### src/rtl/everloop_pkg.sv
`default_nettype none
// ============================================================================
//  Module      : everloop_pkg
//  Description : Shared timing defaults, IO window map and FSM encoding for
//                the LED stream monitor.
//  Revision    : 1.0 - initial release
// ============================================================================
package everloop_pkg;

    localparam int DEPTH_DEF      = 140;
    localparam int BIT_THRESH_DEF = 30;
    localparam int MIN_HIGH_DEF   = 8;
    localparam int RESET_CYC_DEF  = 2500;
    localparam int CNT_W_DEF      = 12;

    localparam logic [7:0] ADDR_STATUS = 8'hFE;
    localparam logic [7:0] ADDR_LEN    = 8'hFF;

    localparam int STAT_GLITCH   = 0;
    localparam int STAT_PARTIAL  = 1;
    localparam int STAT_OVERFLOW = 2;
    localparam int STAT_VALID    = 3;

    typedef enum logic [2:0] {
        ST_SYNC = 3'd0,
        ST_IDLE = 3'd1,
        ST_HIGH = 3'd2,
        ST_LOW  = 3'd3,
        ST_END  = 3'd4
    } state_t;

endpackage
`default_nettype wire

### src/rtl/everloop_monitor_if.sv
`default_nettype none
// ============================================================================
//  Module      : everloop_monitor_if
//  Description : CPU IO window of the LED stream monitor (read-only).
//  Revision    : 1.0 - initial release
// ============================================================================
interface everloop_monitor_if;
    logic       cs;
    logic       rd;
    logic [7:0] addr;
    logic [7:0] d_out;

    modport master (output cs, output rd, output addr, input d_out);
    modport slave  (input cs, input rd, input addr, output d_out);
endinterface
`default_nettype wire

### src/rtl/everloop_capture_ram.sv
`default_nettype none
// ============================================================================
//  Module      : everloop_capture_ram
//  Description : DEPTH x 8 simple dual-port RAM, registered read-first port.
//  Revision    : 1.0 - initial release
// ============================================================================
module everloop_capture_ram #(
    parameter int DEPTH = 140,
    parameter int AW    = 8
) (
    input  wire logic          clk,
    input  wire logic          rst,
    input  wire logic          we,
    input  wire logic [AW-1:0] waddr,
    input  wire logic [7:0]    wdata,
    input  wire logic          re,
    input  wire logic [AW-1:0] raddr,
    output logic [7:0]         rdata
);

    logic [7:0] r_mem [DEPTH];
    logic [7:0] r_rdata;

    // Contents survive reset; only the output register clears.
    always_ff @(posedge clk) begin
        if (we) begin
            r_mem[waddr] <= wdata;
        end
    end

    always_ff @(posedge clk) begin
        if (rst) begin
            r_rdata <= 8'h00;
        end else if (re) begin
            r_rdata <= r_mem[raddr];
        end
    end

    assign rdata = r_rdata;

endmodule
`default_nettype wire

### src/rtl/everloop_monitor.sv
`default_nettype none
// ============================================================================
//  Module      : everloop_monitor
//  Description : WS2812-style one-wire receiver capturing frames for J1 reads.
//  Revision    : 1.0 - initial release
// ============================================================================
module everloop_monitor
    import everloop_pkg::*;
#(
    parameter int DEPTH      = DEPTH_DEF,
    parameter int BIT_THRESH = BIT_THRESH_DEF,
    parameter int MIN_HIGH   = MIN_HIGH_DEF,
    parameter int RESET_CYC  = RESET_CYC_DEF,
    parameter int CNT_W      = CNT_W_DEF
) (
    input  wire logic         clk,
    input  wire logic         rst,
    input  wire logic         led_in,
    everloop_monitor_if.slave bus,
    output logic              frame_done,
    output logic              busy
);

    localparam logic [CNT_W-1:0] C_HI_MAX    = '1;
    localparam logic [CNT_W-1:0] C_MIN_HIGH  = CNT_W'(MIN_HIGH);
    localparam logic [CNT_W-1:0] C_THRESH    = CNT_W'(BIT_THRESH);
    localparam logic [CNT_W-1:0] C_RESET_END = CNT_W'(RESET_CYC - 1);
    localparam logic [7:0]       C_DEPTH     = 8'(DEPTH);

    logic             r_sync1, r_sync2, r_line_q;
    state_t           r_state;
    logic [CNT_W-1:0] r_hi_cnt, r_lo_cnt;
    logic [2:0]       r_bit_cnt;
    logic [7:0]       r_shift, r_wr_ptr, r_last_len, r_reg_data;
    logic             r_glitch, r_partial, r_overflow, r_valid, r_sel_ram;

    logic       w_rise, w_fall, w_pulse_ok, w_bit, w_take_bit, w_byte_done;
    logic       w_ram_we, w_rd, w_rd_ram;
    logic [7:0] w_shift_next, w_ram_waddr, w_ram_q, w_status;

    assign w_rise       = r_sync2 & ~r_line_q;
    assign w_fall       = ~r_sync2 & r_line_q;
    assign w_pulse_ok   = (r_hi_cnt >= C_MIN_HIGH);
    assign w_bit        = (r_hi_cnt >= C_THRESH);
    assign w_shift_next = {r_shift[6:0], w_bit};
    assign w_take_bit   = (r_state == ST_HIGH) && w_fall && w_pulse_ok;
    assign w_byte_done  = w_take_bit && (r_bit_cnt == 3'd7);
    assign w_ram_we     = w_byte_done && (r_wr_ptr < C_DEPTH);
    assign w_ram_waddr  = r_wr_ptr;
    assign w_rd         = bus.cs & bus.rd;
    assign w_rd_ram     = w_rd && (bus.addr < C_DEPTH);
    assign w_status     = {4'b0000, r_valid, r_overflow, r_partial, r_glitch};
    assign bus.d_out    = r_sel_ram ? w_ram_q : r_reg_data;

    everloop_capture_ram #(
        .DEPTH (DEPTH),
        .AW    (8)
    ) u_ram (
        .clk   (clk),
        .rst   (rst),
        .we    (w_ram_we),
        .waddr (w_ram_waddr),
        .wdata (w_shift_next),
        .re    (w_rd_ram),
        .raddr (bus.addr),
        .rdata (w_ram_q)
    );

    always_ff @(posedge clk) begin
        if (rst) begin
            r_sync1    <= 1'b0;
            r_sync2    <= 1'b0;
            r_line_q   <= 1'b0;
            r_state    <= ST_SYNC;
            r_hi_cnt   <= '0;
            r_lo_cnt   <= '0;
            r_bit_cnt  <= 3'd0;
            r_shift    <= 8'h00;
            r_wr_ptr   <= 8'h00;
            r_last_len <= 8'h00;
            r_reg_data <= 8'h00;
            r_sel_ram  <= 1'b0;
            r_glitch   <= 1'b0;
            r_partial  <= 1'b0;
            r_overflow <= 1'b0;
            r_valid    <= 1'b0;
            frame_done <= 1'b0;
            busy       <= 1'b0;
        end else begin
            r_sync1    <= led_in;
            r_sync2    <= r_sync1;
            r_line_q   <= r_sync2;
            frame_done <= 1'b0;

            // Read-side clears come first so that flag sets below win.
            if (w_rd) begin
                r_sel_ram <= w_rd_ram;
                if (bus.addr == ADDR_STATUS) begin
                    r_reg_data <= w_status;
                    r_glitch   <= 1'b0;
                    r_partial  <= 1'b0;
                    r_overflow <= 1'b0;
                end else if (bus.addr == ADDR_LEN) begin
                    r_reg_data <= r_last_len;
                    r_valid    <= 1'b0;
                end else begin
                    r_reg_data <= 8'h00;
                end
            end

            case (r_state)
                ST_SYNC: begin
                    if (r_sync2) begin
                        r_lo_cnt <= '0;
                    end else if (r_lo_cnt == C_RESET_END) begin
                        r_lo_cnt <= '0;
                        r_state  <= ST_IDLE;
                    end else begin
                        r_lo_cnt <= r_lo_cnt + 1'b1;
                    end
                end
                ST_IDLE: begin
                    if (w_rise) begin
                        r_hi_cnt <= '0;
                        busy     <= 1'b1;
                        r_state  <= ST_HIGH;
                    end
                end
                ST_HIGH: begin
                    if (w_fall) begin
                        if (!w_pulse_ok) begin
                            r_glitch <= 1'b1;
                        end else begin
                            r_shift <= w_shift_next;
                            if (r_bit_cnt == 3'd7) begin
                                r_bit_cnt <= 3'd0;
                                if (r_wr_ptr < C_DEPTH) begin
                                    r_wr_ptr <= r_wr_ptr + 8'd1;
                                end else begin
                                    r_overflow <= 1'b1;
                                end
                            end else begin
                                r_bit_cnt <= r_bit_cnt + 3'd1;
                            end
                        end
                        r_lo_cnt <= '0;
                        r_state  <= ST_LOW;
                    end else if (r_hi_cnt != C_HI_MAX) begin
                        r_hi_cnt <= r_hi_cnt + 1'b1;
                    end
                end
                ST_LOW: begin
                    if (w_rise) begin
                        r_hi_cnt <= '0;
                        r_state  <= ST_HIGH;
                    end else if (r_lo_cnt == C_RESET_END) begin
                        r_state <= ST_END;
                    end else begin
                        r_lo_cnt <= r_lo_cnt + 1'b1;
                    end
                end
                ST_END: begin
                    if (r_bit_cnt != 3'd0) begin
                        r_partial <= 1'b1;
                    end
                    r_last_len <= r_wr_ptr;
                    r_valid    <= 1'b1;
                    frame_done <= 1'b1;
                    r_wr_ptr   <= 8'h00;
                    r_bit_cnt  <= 3'd0;
                    busy       <= 1'b0;
                    r_state    <= ST_IDLE;
                end
                default: begin
                    r_state <= ST_SYNC;
                end
            endcase
        end
    end

endmodule
`default_nettype wire

### src/flat_wrapper.sv
// flat-port wrapper written by rule: the top's interface ports become plain ports
module everloop_monitor_flat import everloop_pkg::*;
#(
    parameter int DEPTH      = DEPTH_DEF,
    parameter int BIT_THRESH = BIT_THRESH_DEF,
    parameter int MIN_HIGH   = MIN_HIGH_DEF,
    parameter int RESET_CYC  = RESET_CYC_DEF,
    parameter int CNT_W      = CNT_W_DEF
)
  (clk, rst, led_in, frame_done, busy, bus_cs, bus_rd, bus_addr, bus_d_out);
  everloop_monitor_if bus_i ();
  input  wire logic clk;
  input  wire logic rst;
  input  wire logic led_in;
  output logic frame_done;
  output logic busy;
  input wire logic [$bits(bus_i.cs)-1:0] bus_cs;
  input wire logic [$bits(bus_i.rd)-1:0] bus_rd;
  input wire logic [$bits(bus_i.addr)-1:0] bus_addr;
  output wire logic [$bits(bus_i.d_out)-1:0] bus_d_out;
  assign bus_i.cs = bus_cs;
  assign bus_i.rd = bus_rd;
  assign bus_i.addr = bus_addr;
  assign bus_d_out = bus_i.d_out;
  everloop_monitor #(.DEPTH(DEPTH), .BIT_THRESH(BIT_THRESH), .MIN_HIGH(MIN_HIGH), .RESET_CYC(RESET_CYC), .CNT_W(CNT_W)) u_core (.clk(clk), .rst(rst), .led_in(led_in), .bus(bus_i), .frame_done(frame_done), .busy(busy));
endmodule
### config.mk
export PLATFORM = sky130hd
export DESIGN_NAME = everloop_monitor_flat
export DESIGN_NICKNAME = d
export VERILOG_FILES = /design/src/rtl/everloop_pkg.sv /design/src/rtl/everloop_monitor_if.sv /design/src/rtl/everloop_capture_ram.sv /design/src/rtl/everloop_monitor.sv /design/src/flat_wrapper.sv
export SDC_FILE = /design/constraint.sdc
export NUM_CORES = 1
export LEC_CHECK = 0
export BUFFER_PORTS_ARGS = -buffer_cell sky130_fd_sc_hd__buf_4
export CELL_PAD_IN_SITES_DETAIL_PLACEMENT = 1
export CELL_PAD_IN_SITES_GLOBAL_PLACEMENT = 1
export CORE_UTILIZATION = 30
export DETAILED_ROUTE_END_ITERATION = 10
export HOLD_SLACK_MARGIN = 0.15
export MAX_ROUTING_LAYER = met4
export PLACE_DENSITY = 0.48
export SLEW_MARGIN = 10
export SYNTH_ARGS = -nofsm -noshare
export SYNTH_HDL_FRONTEND = slang
export SYNTH_SLANG_ARGS = --single-unit
### constraint.sdc
create_clock -name clk -period 10.8 [get_ports clk]
set_clock_uncertainty 0.1 [all_clocks]
set_input_delay 0.54 -clock clk [delete_from_list [all_inputs] [get_ports clk]]
set_output_delay 0.54 -clock clk [all_outputs]
set_load 0.005 [all_outputs]
==> flow_metrics.env, run 1 <==
export IMPL_rsz0062_at_grt="no"
export IMPL_postRouteAntennaNets=0
export IMPL_cpLargestDelayFamily="simple AND/OR/NAND/NOR gates"
export IMPL_switching_share_pct=21.5
export IMPL_slew_viol_final=0
export IMPL_drv_cap=0
export IMPL_leakage_uw=0.0169
export IMPL_max_stage_delay_ps=1040
export IMPL_dieArea_sq_um=159000
export IMPL_start_util_pct=30.2
export IMPL_totalNegativeSetupSlack_ps=0
export IMPL_synth_ff_latch_count=1199
export IMPL_syn_num_nets=2501
export IMPL_syn_area_sq_um=47300
export IMPL_required_ps=11080
export IMPL_power_density_nw_per_um2=183
export IMPL_drt_pass1_iter_count=5
export IMPL_hold_path_class="in2reg"
export IMPL_crit_slowest_cell="nor2_1"
export IMPL_final_layout_size_suffix_gt1_share_pct=20.9
export IMPL_nFillCells=15500
export IMPL_vias=23900
export IMPL_period_share_pct=45.6
export IMPL_vias_per_cell=5.08
export IMPL_path_clk_slew_ps=60
export IMPL_nets=2566
export IMPL_grt_pass1_wl_mm=194
export IMPL_relSlewSlack_pct=13.2
export IMPL_worst_pin_slew_ps=1300
export IMPL_layout_cells_non_filler=4708
export IMPL_cts_tree="built"
export IMPL_grt_use_total_pct=17.8
export IMPL_ir_worst_vdd_mv=0.136
export IMPL_setup_viol=0
export IMPL_die_w_um=399
export IMPL_grt_pass1_vias=25400
export IMPL_crit_arrival_ps=5200
export IMPL_power_switching_uw=2130
export IMPL_gp_congestion=0.823
export IMPL_min_from="bus_addr[6]"
export IMPL_ctsRootBufferMaster="clkbuf_16"
export IMPL_placed_cells=4461
export IMPL_antenna_found_initial=2
export IMPL_numCtsBuffers=135
export IMPL_die_h_um=399
export IMPL_routedWlPerCell_um=29.0
export IMPL_yosysSeqAreaShare_pct=74.5
export IMPL_wl_mm=136
export IMPL_core_area_sq_um=156000
export IMPL_synthArstFlopShare_pct=0
export IMPL_cts_setup_buffers=0
export IMPL_avgSynthCellArea_sq_um=19.1
export IMPL_comb_power_share_pct=3.7
export IMPL_synthCells=2478
export IMPL_grt_ovfl_total=0
export IMPL_crit_path_end_kind="flop"
export IMPL_clkPwrFrac_pct=45.6
export IMPL_finalCoreUtilization_pct=34.5
export IMPL_rows=145
export IMPL_areaGrowthSynthToFinish_pct=14.2
export IMPL_grt_max_degree=97
export IMPL_r2r_start="u_core.r_state[1]"
export IMPL_ioPinCount=23
export IMPL_ctsHoldBuffers=3
export IMPL_post_cts_resized=0
export IMPL_seqPwrFrac_pct=50.7
export IMPL_synth_cell_types=63
export IMPL_synth_edff_count=1120
export IMPL_cts_path_max_buffers=3
export IMPL_crit_start="u_core.r_state[1]"
export IMPL_drc=0
export IMPL_clock_sinks=1199
export IMPL_h_tree_depth=4
export IMPL_hold_violations=0
export IMPL_worstSetupPathType="reg2reg"
export IMPL_path_cells="nand2b_1 > nor3_1 > nand2_1 > nor3b_1 > nand4_1 > nor2_1"
export IMPL_synth_flop_cell="edfxtp_1"
export IMPL_timing_final_crit_period_ps=4920
export IMPL_outcome="complete, no violations"
export IMPL_crit_path_start_kind="flop"
export IMPL_path_buf_inv=0
export IMPL_hpwl_mm=82.9
export IMPL_yosys_warnings=0
export IMPL_p_int_uw=7740
export IMPL_cp_max_fo=16
export IMPL_drt_first_iter_violations=2042
export IMPL_fmax_ghz=0.203
export IMPL_clk_latency_ps=770
export IMPL_port_buffers=22
-- cells in the final DEF, fill, tap and decap left out, types with 8 or more instances in the layout --
cell,Yosys,routed
edfxtp_1,1120,1120
mux4_2,283,283
nor2_1,229,229
clkbuf_16,0,135
nand2_1,123,123
mux2i_1,80,80
dfxtp_1,79,72
buf_4,13,57
a21oi_1,51,51
o21ai_0,39,39
clkbuf_1,67,33
nor2b_1,28,28
clkinv_1,0,28
nor3_1,26,26
nand2b_1,21,21
nand3_1,21,20
inv_1,16,16
a211oi_1,16,16
nand4_1,15,15
a221oi_1,15,15
a22oi_1,15,15
clkinv_2,0,15
a31oi_1,14,14
xor2_1,13,13
mux2_2,12,12
bufinv_16,0,11
and2_1,10,10
ha_1,10,10
nor4_1,8,8
xnor2_1,8,8
-- metal layers --
metal  up-vias  wire [um]  GRT usage (%)  part of all wire (%)
met5         -          0              -                     0
met4         0       3070           4.94                   2.3
met3       175       6180           2.92                   4.5
met2       583      66600           28.4                    49
met1     13000      60500           23.6                    44
li1      10200          -              -                     -
-- worst reg2reg max path, cell delays in order, from the launching register on --
cell      delay, ps
dfxtp_1         580
nand2b_1        230
nor3_1          330
nand2_1         460
nor3b_1         860
nand4_1         910
nor2_1         1050
-- power groups by stage --
| stage | Sequential (uW) | Combinational, uW | Clock [uW] |
|---|---|---|---|
| 5_1_grt | 5010 | 382 | 4770 |
| 3_5_place_dp | 5110 | 368 | 0 |
| 6_report | 5010 | 361 | 4500 |
| 3_3_place_gp | 5110 | 368 | 0 |
| 2_1_floorplan | 5100 | 240 | 0 |
| 4_1_cts | 5010 | 370 | 4630 |
-- path summary, 6_finish.rpt --
| path | depth (start not counted) | slack [ps] | end |
|---|---|---|---|
| max | 6 | 5880 | u_core.u_ram.r_mem[116][0] |
| min | 3 | 260 | u_core.u_ram.rdata[5] |
| max reg2reg | 6 | 5880 | u_core.u_ram.r_mem[116][0] |
| min reg2reg | 1 | 350 | u_core.r_sync2 |
-- cell families (layout without fill, tap and decap cells) --
family                   count (synthesis)  after routing  synth area share (%)
flip-flops                            1199           1199                  74.5
other                                    0              1                     0
AO/OA/AOI/OAI                          207            207                  2.88
AND/OR/NAND/NOR                        512            512                  4.85
adder cells (fa/ha/maj)                 10             10                 0.265
buffers and inverters                  154            325                  1.71
XOR/XNOR                                21             21                 0.389
multiplexers                           375            375                  15.5
-- cells in the mapped netlist (8+ instances only) --
cell type     n  area share, %
nand3_1      21           0.22
mux4_2      283             13
mux2_2       12           0.29
nand2_1     123           0.98
o21ai_0      39           0.41
nor2_1      229            1.8
buf_6        18           0.43
nor3_1       26           0.28
xor2_1       13           0.24
inv_1        16           0.13
clkbuf_1     67           0.53
buf_1        11          0.087
nor2b_1      28           0.37
nand2b_1     21           0.28
mux2i_1      80            1.7
a22oi_1      15           0.24
buf_2        27           0.29
a211oi_1     16           0.25
a31oi_1      14           0.19
buf_4        13           0.21
edfxtp_1   1120             71
dfxtp_1      79            3.3
nand4_1      15           0.20
xnor2_1       8           0.15
and2_1       10           0.13
ha_1         10           0.26
nor4_1        8           0.11
a21oi_1      51           0.54
a221oi_1     15           0.28
-- cell type report --
| class | count | area, sq um | share of cell area, % |
|---|---|---|---|
| diodes | 1 | 2.50 | 0.00463 |
| clock buffers | 170 | 3530 | 6.54 |
| clock inverters | 73 | 764 | 1.42 |
| inverters | 17 | 63.8 | 0.118 |
| multi-input cells | 1125 | 11300 | 20.9 |
| flip-flops and latches | 1199 | 35200 | 65.3 |
| well taps | 2058 | 2570 | 4.77 |
| repair buffers | 65 | 539 | 0.999 |
-- state kept, by name, indices dropped and copies added, names as in the netlist, 3 cells and up --
register / flops
u_core.r_state: 3
u_core.r_last_len: 8
u_core.u_ram.r_mem: 1120
u_core.r_hi_cnt: 12
u_core.r_shift: 7
u_core.r_reg_data: 8
u_core.u_ram.rdata: 8
u_core.r_lo_cnt: 12
u_core.r_wr_ptr: 8
u_core.r_bit_cnt: 3
-- per-stage QoR --
stage          hold slack, ps  instance area [sq um]  power (uW)  setup slack (ps)
6_report                  264                  54000        9870              5880
2_1_floorplan             314                  47300        5340              7280
3_3_place_gp              350                  49700        5470              5700
3_5_place_dp              340                  49700        5470              5680
5_1_grt                   225                  54000       10200              5430
4_1_cts                   186                  54000       10000              5850
No activity file was read; power rests on OpenSTA's default activity.
==> inputs of run 2 (changes only) <==
--- a/config.mk
+++ b/config.mk
@@ -5,6 +5,7 @@
 export SDC_FILE = /design/constraint.sdc
 export NUM_CORES = 1
 export LEC_CHECK = 0
+export ABC_AREA = 1
 export BUFFER_PORTS_ARGS = -buffer_cell sky130_fd_sc_hd__buf_4
 export CELL_PAD_IN_SITES_DETAIL_PLACEMENT = 1
 export CELL_PAD_IN_SITES_GLOBAL_PLACEMENT = 1
@@ -12,7 +13,7 @@
 export DETAILED_ROUTE_END_ITERATION = 10
 export HOLD_SLACK_MARGIN = 0.15
 export MAX_ROUTING_LAYER = met4
-export PLACE_DENSITY = 0.48
+export PLACE_DENSITY = 0.51
 export SLEW_MARGIN = 10
 export SYNTH_ARGS = -nofsm -noshare
 export SYNTH_HDL_FRONTEND = slang
==> constraint.sdc (replaced) <==
create_clock -name clk -period 4.8 [get_ports clk]
set_clock_uncertainty 0.1 [all_clocks]
set_input_delay 0.24 -clock clk [delete_from_list [all_inputs] [get_ports clk]]
set_output_delay 0.24 -clock clk [all_outputs]
set_load 0.005 [all_outputs]
==> flow_metrics.env, run 2 <==
export IMPL_synth_ff_latch_count=1199
export IMPL_outcome="complete, no violations"
export IMPL_dr_wl_met3_mm=5.51
export IMPL_hold_violations=0
export IMPL_vias=32600
export IMPL_drc=0
export IMPL_rows=148
export IMPL_synth_top_cell_area_share_pct=68.4
export IMPL_final_layout_size_suffix_gt1_share_pct=8.57
export IMPL_synthCells=4353
export IMPL_synth_most_common_cell="edfxtp_1"
export IMPL_grt_pass1_vias=33800
export IMPL_synth_cell_types=47
export IMPL_worst_pin_slew_ps=1100
export IMPL_post_cts_resized=0
export IMPL_yosysSeqAreaShare_pct=71.6
export IMPL_drt_pass1_iter_count=5
export IMPL_placed_cells=6426
export IMPL_clock_sinks=1199
export IMPL_p_int_uw=17200
export IMPL_grt_pass1_wl_mm=236
export IMPL_relSlewSlack_pct=26.7
export IMPL_vias_per_cell=4.87
export IMPL_ir_worst_vdd_mv=0.352
export IMPL_h_tree_depth=4
export IMPL_dpl_worst_slack_ps=1080
export IMPL_comb_power_share_pct=4.9
export IMPL_numCtsBuffers=137
export IMPL_crit_path_start_kind="flop"
export IMPL_dieArea_sq_um=166000
export IMPL_slew_viol_final=0
export IMPL_yosys_warnings=0
export IMPL_crit_arrival_ps=3890
export IMPL_cts_path_max_buffers=3
export IMPL_final_common_cell="edfxtp_1"
export IMPL_avgSynthCellArea_sq_um=11.3
export IMPL_largest_reg_flops=1120
export IMPL_seqPwrFrac_pct=50.2
export IMPL_start_util_pct=30.2
export IMPL_die_w_um=407
export IMPL_maxUsedRoutingLayer="met4"
export IMPL_power_density_nw_per_um2=398
export IMPL_syn_area_sq_um=49200
export IMPL_areaGrowthSynthToFinish_pct=14.8
export IMPL_period_share_pct=75.0
export IMPL_core_area_sq_um=163000
export IMPL_syn_num_nets=4376
export IMPL_drt_met1_wl_mm=75.7
export IMPL_synth_flop_cell="edfxtp_1"
export IMPL_leakage_uw=0.0212
export IMPL_fmax_ghz=0.278
export IMPL_drt_first_iter_violations=2223
export IMPL_setup_viol=0
export IMPL_synth_edff_count=1120
export IMPL_layout_cells_non_filler=6695
export IMPL_postRouteAntennaNets=0
export IMPL_port_buffers=22
export IMPL_cts_tree="built"
export IMPL_timing_final_crit_period_ps=3600
export IMPL_required_ps=5090
export IMPL_largest_register="u_core.u_ram.r_mem"
export IMPL_nFillCells=17600
export IMPL_clk_latency_ps=770
export IMPL_path_clk_slew_ps=60
export IMPL_yosysTopAreaCell="edfxtp_1"
export IMPL_gp_congestion=0.790
export IMPL_crit_path_end_kind="flop"
export IMPL_nets=4426
export IMPL_cp_max_fo=16
export IMPL_routed_wl_met2_mm=76.8
export IMPL_clkPwrFrac_pct=44.9
export IMPL_switching_share_pct=23.3
export IMPL_wl_mm=161
export IMPL_fin_ws_ps=1200
export IMPL_worstSetupPathType="reg2reg"
export IMPL_totalNegativeSetupSlack_ps=0
export IMPL_grt_max_degree=134
export IMPL_r2r_slack_ps=1200
export IMPL_grt_ovfl_total=0
export IMPL_synthArstFlopShare_pct=0
export IMPL_power_switching_uw=5240
export IMPL_antenna_found_initial=6
export IMPL_grt_use_total_pct=20.2
export IMPL_synth_area_leaders="edfxtp_1 68%, nand2_1 7.5%, nor2_1 5.6%, dfxtp_1 3.2%, nand3_1 2.4%"
export IMPL_hpwl_mm=94.0
export IMPL_drv_cap=0
export IMPL_routedWlPerCell_um=24.1
export IMPL_rsz0062_at_grt="no"
export IMPL_hold_path_class="reg2reg"
export IMPL_ioPinCount=23
export IMPL_die_h_um=407
export IMPL_final_cell_mix="1120 x edfxtp_1, 986 x nand2_1, 728 x nor2_1, 260 x inv_1, 227 x nand3_1"
export IMPL_reg_top3="u_core.u_ram.r_mem x1120, u_core.r_hi_cnt x12, u_core.r_lo_cnt x12"
export IMPL_ctsRootBufferMaster="clkbuf_16"
export IMPL_synth_common_cells="1120 x edfxtp_1, 989 x nand2_1, 728 x nor2_1, 260 x inv_1, 232 x nand3_1"
==> run 2: cell types whose count changed after synthesis, moves of 19 or more <==
cell,delta
o21ai_0,+185
mux2i_1,-80
nand4_1,+115
nand2_1,+866
nor2b_1,-28
mux4_2,-283
buf_2,+67
nand2b_1,-20
inv_1,+244
o211ai_1,+19
a21oi_1,+123
nor2_1,+499
nand3_1,+211
==> run 2: worst max-delay path, stage by stage, from the launching register on <==
cell     delay [ps]
dfxtp_1         380
inv_2            90
nor2_4          160
nand2_2         100
inv_1           130
nand2_1         100
inv_2            90
nand2_2         220
nor2_4          210
nand4_2         690
nor2_1          900
==> run 2: per-stage QoR <==
stage	area [sq um]	util [%]	total power [uW]	hold slack, ps
CTS	56500	34.7	22700	285
global placement	52100	32.0	12600	316
finish	56500	34.7	22500	322
global route	56500	34.7	23200	327
floorplan	49200	-	12200	247
detailed placement	52100	32.0	12600	320
==> run 2: repair_timing <==
item                      4_1_cts  5_1_grt
hold endpoints to repair       43        0
hold buffers                   13        0
setup buffers                   0        0
==> run 2: final cells by class <==
| cell class | count | area [sq um] | area share [%] |
|---|---|---|---|
| Antenna cell | 5 | 12.5 | 0.0222 |
| Clock buffer | 180 | 3700 | 6.56 |
| Clock inverter | 71 | 561 | 0.993 |
| Inverter | 278 | 1060 | 1.87 |
| Multi-Input combinational cell | 2652 | 11900 | 21.0 |
| Sequential cell | 1199 | 35200 | 62.4 |
| Tap cell | 2175 | 2720 | 4.82 |
| Timing Repair Buffer | 135 | 1310 | 2.32 |
==> run 2: final timing paths <==
| check | to | depth (start not counted) | startpoint |
|---|---|---|---|
| hold / removal | u_core.r_sync2 | 2 | u_core.r_sync1 |
| hold reg to reg | u_core.r_sync2 | 2 | u_core.r_sync1 |
| setup reg to reg | u_core.u_ram.r_mem[58][7] | 10 | u_core.r_state[1] |
| setup / recovery | u_core.u_ram.r_mem[58][7] | 10 | u_core.r_state[1] |
==> run 2: power groups by stage <==
stage	registers (uW)	logic (uW)	clock network, uW
2_1_floorplan	11500	680	0
3_3_place_gp	11500	1100	0
3_5_place_dp	11500	1110	0
4_1_cts	11300	1120	10300
5_1_grt	11300	1210	10700
6_report	11300	1100	10100
==> run 2: logic make-up after synthesis <==
group | synth area share [%]
simple gates | 18.2
flops | 71.6
compound gates | 5.27
mux | 0.160
fa+ha+maj | 0.254
xor+xnor | 0.142
buf+inv | 4.42
==> run 2: per-layer routing <==
| layer | vias up | global-route usage (%) |
|---|---|---|
| li1 | 15100 | - |
| met1 | 16800 | 27.2 |
| met2 | 549 | 32.2 |
| met3 | 186 | 2.58 |
| met4 | 0 | 5.14 |
| met5 | - | - |
==> inputs of run 3 (changes only) <==
==> constraint.sdc (replaced) <==
create_clock -name clk -period 3.5 [get_ports clk]
set_clock_uncertainty 0.1 [all_clocks]
set_input_delay 0.175 -clock clk [delete_from_list [all_inputs] [get_ports clk]]
set_output_delay 0.175 -clock clk [all_outputs]
set_load 0.005 [all_outputs]
==> flow_metrics.env, run 3 (synthesized netlist as in run 2, its figures left out) <==
export IMPL_routedWlPerCell_um=23.8
export IMPL_cts_path_max_buffers=3
export IMPL_hpwl_mm=101
export IMPL_die_h_um=407
export IMPL_relSlewSlack_pct=28.2
export IMPL_ir_worst_vdd_mv=0.483
export IMPL_start_util_pct=30.2
export IMPL_grt_pass1_vias=34500
export IMPL_rsz0062_at_grt="no"
export IMPL_final_common_cell="edfxtp_1"
export IMPL_final_layout_size_suffix_gt1_share_pct=11.8
export IMPL_port_buffers=22
export IMPL_largest_reg_flops=1120
export IMPL_cts_setup_buffers=0
export IMPL_wl_mm=163
export IMPL_reg2reg_to="u_core.u_ram.r_mem[31][5]"
export IMPL_path_cells="inv_2 > nor2_4 > nand2_2 > inv_1 > nand2_1 > inv_2 > nand2_2 > nor4_4 > nand3_1 > buf_4 > nor2_1"
export IMPL_drt_pass1_iter_count=5
export IMPL_vias_per_cell=4.84
export IMPL_r2r_cells=11
export IMPL_worst_pin_slew_ps=1080
export IMPL_worstSetupPathType="reg2reg"
export IMPL_grt_max_degree=143
export IMPL_postRouteAntennaNets=0
export IMPL_grt_ovfl_total=0
export IMPL_multiInputGateArea_sq_um=11800
export IMPL_areaGrowthSynthToFinish_pct=18.3
export IMPL_hold_depth=3
export IMPL_min_to="u_core.busy"
export IMPL_reg_top3="u_core.u_ram.r_mem x1120, u_core.r_hi_cnt x12, u_core.r_lo_cnt x12"
export IMPL_largest_register="u_core.u_ram.r_mem"
export IMPL_fmax_ghz=0.336
export IMPL_power_density_nw_per_um2=547
export IMPL_grt_pass1_wl_mm=238
export IMPL_max_stage_delay_ps=570
export IMPL_clock_sinks=1199
export IMPL_numCtsBuffers=142
export IMPL_cts_tree="built"
export IMPL_outcome="complete, no violations"
export IMPL_min_from="rst"
export IMPL_crit_start="u_core.r_state[1]"
export IMPL_grt_use_total_pct=20.3
export IMPL_slew_viol_final=0
export IMPL_crit_path_end_kind="flop"
export IMPL_clk_latency_ps=790
export IMPL_placed_cells=6582
export IMPL_drt_first_iter_violations=2428
export IMPL_r2r_slack_ps=530
export IMPL_h_tree_depth=4
export IMPL_total_power_uw=31800
export IMPL_nFillCells=17600
export IMPL_dieArea_sq_um=166000
export IMPL_die_w_um=407
export IMPL_ioPinCount=23
export IMPL_r2r_start="u_core.r_state[1]"
export IMPL_cp_max_fo=16
export IMPL_gp_congestion=0.802
export IMPL_period_share_pct=84.9
export IMPL_totalNegativeSetupSlack_ps=0
export IMPL_setup_viol=0
export IMPL_timing_final_crit_period_ps=2970
export IMPL_antenna_found_initial=4
export IMPL_drv_cap=0
export IMPL_required_ps=3770
export IMPL_leakage_uw=0.0223
export IMPL_path_clk_slew_ps=60
export IMPL_crit_slowest_cell="nor2_1"
export IMPL_vias=33100
export IMPL_worst_hold_slack_ps=233
export IMPL_core_area_sq_um=163000
export IMPL_rows=148
export IMPL_regArea_sq_um=35200
export IMPL_layout_cells_non_filler=6850
export IMPL_drc=0
export IMPL_hold_path_class="in2reg"
export IMPL_crit_path_start_kind="flop"
export IMPL_final_cell_mix="1120 x edfxtp_1, 988 x nand2_1, 728 x nor2_1, 260 x inv_1, 244 x buf_4"
export IMPL_finalCoreUtilization_pct=35.7
export IMPL_crit_arrival_ps=3240
export IMPL_ctsRootBufferMaster="clkbuf_16"
export IMPL_hold_violations=0
export IMPL_nets=4589
[run 3: cell count changes in the layout (fill, tap and decap cells not counted), moves of 7 or more]
cell	before	now
buf_4	100	244
buf_12	20	32
bufinv_16	4	12
clkbuf_1	35	27
clkinv_1	33	26
clkinv_16	1	8
[run 3: area by class of cell]
cell class | count | area share [%]
Antenna cell | 3 | 0.0129
Timing Repair Buffer | 293 | 4.56
Clock buffer | 175 | 6.44
Sequential cell | 1199 | 60.6
Multi-Input combinational cell | 2652 | 20.3
Inverter | 278 | 1.82
Tap cell | 2175 | 4.68
Clock inverter | 75 | 1.60
[run 3: how the worst max path moves through the flow]
stage,end,slack [ps]
floorplan,u_core.u_ram.r_mem[0][0],260
global placement,u_core.u_ram.r_mem[64][3],560
detailed placement,u_core.u_ram.r_mem[16][2],490
CTS,u_core.u_ram.r_mem[31][5],480
global route,u_core.u_ram.r_mem[31][5],290
finish,u_core.u_ram.r_mem[31][5],530
[run 3: repair_timing]
action	in CTS	in global routing
hold endpoints to repair	54	0
hold buffers	15	0
gates resized for setup	0	0
[run 3: worst max-delay path: cells and delay by family, from the launching register on]
kind          cells  cell delay (ps)
simple gates      7             1520
buf+inv           4              530
flops             1              370
[run 3: metal layers]
metal  track usage (%)  routed length (um)  vias to the layer above
met5                 -                   0                        -
met4              5.96                4370                        0
li1                  -                   -                    15400
met2              31.8               75600                      591
met3              2.89                6100                      222
met1              27.5               76800                    16900
[run 3: metrics by stage]
stage / cell area (sq um) / setup slack [ps]
CTS: 58200 / 477
finish: 58200 / 528
global placement: 53400 / 563
floorplan: 49200 / 261
global route: 58200 / 292
detailed placement: 53400 / 490
[run 3: power breakdown]
| part | internal (uW) | leakage (uW) | switching [uW] |
|---|---|---|---|
| registers | 15500 | 0.0133 | 29.0 |
| logic | 425 | 0.00671 | 1120 |
| clock network | 8590 | 0.00227 | 6210 |
